==> config.mk <==
export PLATFORM = sky130hd
export DESIGN_NAME = spi_cfg_master
export DESIGN_NICKNAME = d
export VERILOG_FILES = /design/src/rtl/spi_cfg_master.sv
export SDC_FILE = /design/constraint.sdc
export NUM_CORES = 1
export LEC_CHECK = 0
export ABC_CLOCK_PERIOD_IN_PS = 1600
export CAP_MARGIN = 10
export CORE_MARGIN = 5
export CORE_UTILIZATION = 45
export CTS_CLUSTER_SIZE = 20
export DETAILED_ROUTE_END_ITERATION = 8
export MAX_ROUTING_LAYER = met4
export PLACE_DENSITY = 0.74
export SYNTH_ARGS = -nofsm -noshare
export SYNTH_HDL_FRONTEND = slang
export SYNTH_SLANG_ARGS = --single-unit
==> constraint.sdc <==
create_clock -name clk -period 1.6 [get_ports clk]
set_input_delay 0.16 -clock clk [delete_from_list [all_inputs] [get_ports clk]]
set_output_delay 0.16 -clock clk [all_outputs]
set_load 0.01 [all_outputs]
==> src/rtl/spi_cfg_master.sv <==
// Two-requester SPI configuration master: round-robin arbitration between ports A and B,
// each granted write sent as one 16-bit mode-0 frame {1'b1, addr[6:0], data[7:0]}, MSB first.
module spi_cfg_master #(
    parameter int unsigned CLK_DIV  = 5,
    parameter int unsigned IDLE_GAP = 4,
    parameter int unsigned MAX_ADDR = 4
) (
    input  logic       clk,
    input  logic       rst_n,
    input  logic       a_valid,
    output logic       a_ready,
    input  logic [6:0] a_addr,
    input  logic [7:0] a_data,
    input  logic       b_valid,
    output logic       b_ready,
    input  logic [6:0] b_addr,
    input  logic [7:0] b_data,
    output logic       nCS,
    output logic       SCLK,
    output logic       COPI,
    output logic       busy,
    output logic       done,
    output logic       err
);

    localparam int unsigned DivW = (CLK_DIV > 1) ? $clog2(CLK_DIV) : 1;
    localparam int unsigned GapW = $clog2(IDLE_GAP + 1);
    localparam logic [DivW-1:0] DivLast = DivW'(CLK_DIV - 1);
    localparam logic [GapW-1:0] GapLast = GapW'(IDLE_GAP - 1);
    localparam logic [6:0]      MaxAddr = 7'(MAX_ADDR);

    typedef enum logic [2:0] {
        StIdle,
        StSetup,
        StShift,
        StHold,
        StGap
    } state_t;

    state_t          state;
    logic            last_b;
    logic [14:0]     shreg;
    logic [DivW-1:0] div_cnt;
    logic [3:0]      bit_cnt;
    logic [GapW-1:0] gap_cnt;

    logic       grant_a;
    logic       grant_b;
    logic       handshake;
    logic [6:0] sel_addr;
    logic [7:0] sel_data;
    logic       addr_ok;
    logic       div_last;

    // Ties go to whichever requester was not served last.
    always_comb begin
        grant_a   = a_valid && (!b_valid || last_b);
        grant_b   = b_valid && !grant_a;
        a_ready   = (state == StIdle) && grant_a;
        b_ready   = (state == StIdle) && grant_b;
        handshake = a_ready || b_ready;
        sel_addr  = grant_a ? a_addr : b_addr;
        sel_data  = grant_a ? a_data : b_data;
        addr_ok   = (sel_addr <= MaxAddr);
        div_last  = (div_cnt == DivLast);
    end

    assign busy = (state != StIdle);

    always_ff @(posedge clk or negedge rst_n) begin
        if (!rst_n) begin
            state   <= StIdle;
            last_b  <= 1'b1;
            shreg   <= '0;
            div_cnt <= '0;
            bit_cnt <= '0;
            gap_cnt <= '0;
            nCS     <= 1'b1;
            SCLK    <= 1'b0;
            COPI    <= 1'b0;
            done    <= 1'b0;
            err     <= 1'b0;
        end else begin
            done <= 1'b0;
            err  <= 1'b0;
            case (state)
                StIdle: begin
                    if (handshake) begin
                        last_b <= grant_b;
                        if (addr_ok) begin
                            // Bit 15 (write flag) goes straight to COPI; shreg holds bits 14:0.
                            shreg   <= {sel_addr, sel_data};
                            COPI    <= 1'b1;
                            nCS     <= 1'b0;
                            SCLK    <= 1'b0;
                            div_cnt <= '0;
                            bit_cnt <= '0;
                            state   <= StSetup;
                        end else begin
                            err <= 1'b1;
                        end
                    end
                end
                StSetup: begin
                    if (div_last) begin
                        div_cnt <= '0;
                        SCLK    <= 1'b1;
                        state   <= StShift;
                    end else begin
                        div_cnt <= div_cnt + DivW'(1);
                    end
                end
                StShift: begin
                    if (div_last) begin
                        div_cnt <= '0;
                        if (SCLK) begin
                            // Falling edge: present the next bit; zeros follow the last bit.
                            SCLK  <= 1'b0;
                            COPI  <= shreg[14];
                            shreg <= {shreg[13:0], 1'b0};
                        end else if (bit_cnt == 4'd15) begin
                            state <= StHold;
                        end else begin
                            SCLK    <= 1'b1;
                            bit_cnt <= bit_cnt + 4'd1;
                        end
                    end else begin
                        div_cnt <= div_cnt + DivW'(1);
                    end
                end
                StHold: begin
                    if (div_last) begin
                        div_cnt <= '0;
                        gap_cnt <= '0;
                        nCS     <= 1'b1;
                        done    <= 1'b1;
                        state   <= StGap;
                    end else begin
                        div_cnt <= div_cnt + DivW'(1);
                    end
                end
                StGap: begin
                    if (gap_cnt == GapLast) begin
                        state <= StIdle;
                    end else begin
                        gap_cnt <= gap_cnt + GapW'(1);
                    end
                end
                default: state <= StIdle;
            endcase
        end
    end

endmodule

**Yosys cells after proc, flatten, opt, wreduce, memory -nomap -nowiden**

Index checks and enable logic that the tools add are counted.

- Flip-flop bits (word level): 34
- Word-level logic and storage cells: 104

- $add $sub $neg: 3
- $lt $le $gt $ge: 1
- Equality and inequality tests: 18
- Mux-type cells: 47
- Reductions and logical operators: 24

Operators by type and width:

| kind | number |
|---|---|
| two-way mux 15 bit | 4 |
| two-way mux 3 bit | 13 |
| case mux 15 bit (2 select lines) | 1 |
| inequality test 2 bit, second input constant | 11 |
| two-way mux 4 bit | 5 |
| two-way mux 1 bit | 15 |
| case mux 3 bit (5 select lines) | 1 |
| case mux 3 bit (2 select lines) | 2 |
| AND reduction 5 bit | 2 |
| == test 3 x 2 -> 1 bit, second input constant | 3 |
| two-way mux 8 bit | 1 |
| case mux 4 bit (2 select lines) | 1 |
| AND reduction 8 bit | 1 |
| nonzero test 2 bit | 4 |
| less-or-equal comparator 7 x 3 -> 1 bit, second input constant | 1 |
| two-way mux 7 bit | 1 |
| adder 3 x 1 -> 3 bit, second input constant | 2 |
| == test 3 bit, second input constant | 2 |
| AND reduction 3 bit | 2 |
| AND reduction 6 bit | 1 |
| nonzero test 3 bit | 2 |
| adder 4 x 1 -> 4 bit, second input constant | 1 |
| == test 4 bit, second input constant | 1 |
| logical AND 1 bit | 4 |
| other kinds (9) | 12 |

**Logic depth before layout (Yosys ltp)**

- Depth after elaboration: 9
- Depth in mapped cells: 9
- Depth with buffers taken out: 7

**Worst setup path after synthesis**

Ideal clock, no wire load.

- Path kind: reg2reg
- Start point: register state[0]
- End point: register shreg[10]
- Setup time: 0.125 ns
- Arrival: 1.654 ns
- Data required time: 1.475 ns
- Path slack: -0.180 ns
- Stages on the path, launching flop included: 7
- Buffers on the path: 2
- Cell sequence: dfrtp_1 buf_2 nor3_2 and3_4 nand3b_4 buf_6 mux2_4

- Word-level cells in the longest chain between the ends: 5
- Elaborated cells on any way between the ends: 12
- Those cells by class: 5 x eq/ne; 1 x mux; 6 x reduce/logical

Ends and longest elaborated chain:

| what | line | RTL |
|---|---|---|
| start, declared | 40 | `state_t state;` |
| start signal, assigned | 72 | `state <= StIdle;` |
| start signal, assigned | 98 | `state <= StSetup;` |
| start signal, assigned | 108 | `state <= StShift;` |
| zero test 3 bit | 59, 60, 86 |  |
| logical AND 1 bit, on equally long branches | 59, 60 |  |
| logical OR 1 bit | 61 | `handshake = a_ready \|\| b_ready;` |
| inequality test 2 bit (no line) | - |  |
| AND reduction 5 bit (no line) | - |  |
| end signal, assigned | 92 | `shreg <= {sel_addr, sel_data};` |
| end signal, assigned | 120 | `shreg <= {shreg[13:0], 1'b0};` |
| end, declared | 42 | `logic [14:0] shreg;` |

Parallel ways exist; a longest one is shown, timed or not.
A chain may end at the register's enable or synchronous reset.

**Worst setup path after layout**

- Start point: input port a_addr[3]
- End point: register shreg[9]

- Word-level cells in the longest chain between the ends: 4

Ends and longest elaborated chain:

| what | line | RTL |
|---|---|---|
| start, declared | 12 | `input logic [6:0] a_addr,` |
| two-way mux 7 bit | 62 | `sel_addr = grant_a ? a_addr : b_addr;` |
| less-or-equal comparator 7 x 3 -> 1 bit | 64 | `addr_ok = (sel_addr <= MaxAddr);` |
| inequality test 2 bit (no line) | - |  |
| AND reduction 5 bit (no line) | - |  |

Every way passes these cells.

==> reports/metrics.yaml <==
status: "finished with violations"
failed_checks: "negative setup slack"
cts.clk_slew.worst_paths_ps: 70
power.leakage_nw: 1.39
via_per_inst: 5.29
synth_fa_ha_area_share_pct: 3.23
powerDensity_nw_per_um2: 1720
numCtsBuffers: 5
placed_cells: 310
finalWirelength_mm: 4.93
rows: 23
root_buffer: "clkbuf_8"
syn_inst: 195
synth_area_per_cell_sq_um: 9.93
wl_met1_mm: 2.15
ys_seq_area_share_pct: 44.1
ctsHoldBuffers: 0
end_kind: "flip-flop"
grt_pass1_wl_mm: 8.10
synth_top_family_by_area: "multiplexers"
met3_length_um: 233
synth_area_sq_um: 1940
clock-sinks: 34
fin_setup_tns_ps: -1350
wl_met2_mm: 2.44
skew_ps: 3.41
antenna_found_initial: 0
r2r-start: "last_b"
critPathMaxFanout: 8
clockPowerShare_pct: 13.1
worstSetupPathType: "primary input to flip-flop"
synth.distinct_cells: 39
drv_slew: 0
rr_worst_depth: 5
start_kind: "primary input"
relSlewSlack_pct: 71.1
drtIter0Drc: 109
setup_ws_ps: -97.0
regToRegEndpoint: "shreg[9]"
cp_top_family: "simple AND/OR/NAND/NOR gates"
area_growth_pct: 54.1
switchingPower_mw: 1.83
power_mw: 5.13
initial_core_util_pct: 47.4
netSwitchingFraction_pct: 35.6
io_buffers: 41
layout.nets: 320
synthMuxAreaShare_pct: 18.0
yosysWarnings: 0
dp_hpwl_mm: 3.32
cp_slowest_cell: "clkdlybuf4s50_1"
finalCritPeriodShare_pct: 106
cp_cell_sequence: "clkdlybuf4s50_1, nor4_1, nand4_1, and3_4, nand3b_4, mux2_4"
rsz0062_at_grt: "yes"
cp.arrival_ps: 1870
clkLatencyLatePin_ps: 290
pre_cts_slack_ps: -512
drc: 0
seqPwrFrac_pct: 28.6
num_antenna_cells: 0
required_ps: 1780
crit_buf_inv: 1
whs_ps: 274
top_layer: "met4"
post_drt_wl_per_cell_um: 14.9
dieArea_sq_um: 5710
dr.pass1.iters: 4
clock.fmax_mhz: 589
cts_buffer_depth: 2
vias: 1757
setup_violations: 18
drive_gt1_share_pct: 33.3
hold_viol: 0
r2r_slack_ps: -90
grt.total_usage_pct: 19.4
ys_seq_elements: 34
maxCapViolations: 0
min_period_ps: 1700
final_cells: 332
synth_fp_nets: 234
synth-simple-area-share_pct: 17.3
cp_slowest_stage_delay_ps: 420
fillCellCount: 281
cp-startpoint: "a_addr[3]"
pwr-share-comb_pct: 58.2
overflow: 0
routabilityCongestion: 0.847
cts_max_level: 2
peakVddDrop_mv: 1.00
grt_max_degree: 35
grt_pass1_vias: 1824
cts_tree: "done"
drtAntennaViolNets: 0
p_int_mw: 3.30
pin_count: 42
synth-xor-area-share_pct: 0.452
core_sq_um: 4090
synth_compound_gate_area_share_pct: 13.1
hp-class: "primary input to asynchronous set/reset pin"
die_x_um: 75.6
die_h_um: 75.6
worstMarginPinSlew_ps: 433
worst max path at each step:
stage / end / depth (start not counted)
global placement: shreg[6] / 6
CTS: shreg[9] / 5
detailed placement: shreg[8] / 6
floorplan: shreg[10] / 6
global route: shreg[9] / 6
finish: shreg[9] / 6
metal layers:
| layer | global-route usage [%] | up-vias |
|---|---|---|
| met4 | 9.90 | 0 |
| met1 | 23.0 | 840 |
| met5 | - | - |
| met2 | 31.2 | 37 |
| met3 | 4.09 | 11 |
| li1 | - | 869 |
state kept, by name, indices dropped and copies added, names as in the netlist, 3 cells and up:
register and flops:
shreg 15, bit_cnt 4, div_cnt 3, gap_cnt 3
state 3
Yosys cell counts:
cell | instances | share of area (%)
dfrtp_1 | 32 | 41
nand2_1 | 25 | 4.8
o21ai_0 | 25 | 6.5
mux2i_1 | 16 | 8.3
nor2_1 | 11 | 2.1
inv_1 | 9 | 1.7
mux2_4 | 8 | 6.2
mux2_2 | 6 | 3.5
nand3_1 | 6 | 1.6
a21oi_1 | 5 | 1.3
ha_1 | 5 | 3.2
buf_2 | 4 | 1.0
and2_1 | 3 | 0.97
clkbuf_1 | 3 | 0.58
nand2b_1 | 3 | 0.97
o22ai_1 | 3 | 0.97
a22oi_1 | 2 | 0.78
dfstp_2 | 2 | 2.7
nand4_1 | 2 | 0.65
nor3_1 | 2 | 0.52
nor4_1 | 2 | 0.65
o211ai_1 | 2 | 0.78
o31ai_1 | 2 | 0.78
or4_1 | 2 | 0.78
a21boi_0 | 1 | 0.39
a21o_1 | 1 | 0.39
a31oi_1 | 1 | 0.32
and3_1 | 1 | 0.32
and3_4 | 1 | 0.58
buf_6 | 1 | 0.58
nand3b_1 | 1 | 0.39
nand3b_4 | 1 | 1.0
nor2_2 | 1 | 0.32
nor3_2 | 1 | 0.52
nor3b_1 | 1 | 0.39
nor4_2 | 1 | 0.65
o22a_1 | 1 | 0.45
o31a_1 | 1 | 0.45
xnor2_1 | 1 | 0.45
power groups by stage:
stage               registers [mW]  clock network (mW)  logic, mW
floorplan                     1.42                   0       1.49
global placement              1.43                   0       2.27
detailed placement            1.44                   0       2.34
CTS                           1.46               0.687       2.73
global route                  1.51               0.718       3.25
finish                        1.47               0.672       2.99
cell families after synthesis:
logic type	after synthesis
compound gates	44
fa+ha+maj	5
xor+xnor	1
simple gates	64
buf+inv	17
mux	30
flops	34
cell usage in the layout (no fill, tap or decap), types with 3 or more instances in the layout:
master	netlist	layout
dfrtp_1	32	32
nand3_1	6	6
buf_6	1	7
a21oi_1	5	3
inv_1	9	6
clkdlybuf4s50_1	0	38
buf_4	0	38
nor2_1	11	9
mux2_4	8	14
nand2_1	25	23
clkbuf_8	0	6
o21ai_0	25	24
o22ai_1	3	3
mux2i_1	16	16
ha_1	5	3
final cells by class:
class	count	area (sq um)	area share, %
multi-input cells	145	1150	38.4
inverters	9	36.3	1.22
clock buffers	6	82.6	2.77
well taps	50	62.6	2.10
repair buffers	86	790	26.5
clock inverters	2	12.5	0.419
flip-flops and latches	34	853	28.6
per-stage QoR:
step	cell area (sq um)	util [%]
floorplan	1960	-
global placement	2650	64.9
finish	2980	73.0
global route	2980	73.0
CTS	2910	71.2
detailed placement	2650	64.9
timing repair:
action	in CTS	in global routing
pin swaps	7	4
gates cloned	1	0
endpoints found under the setup margin	22	29
resized for setup	31	15
setup buffers	8	5
(Power assumes the default switching activity.)
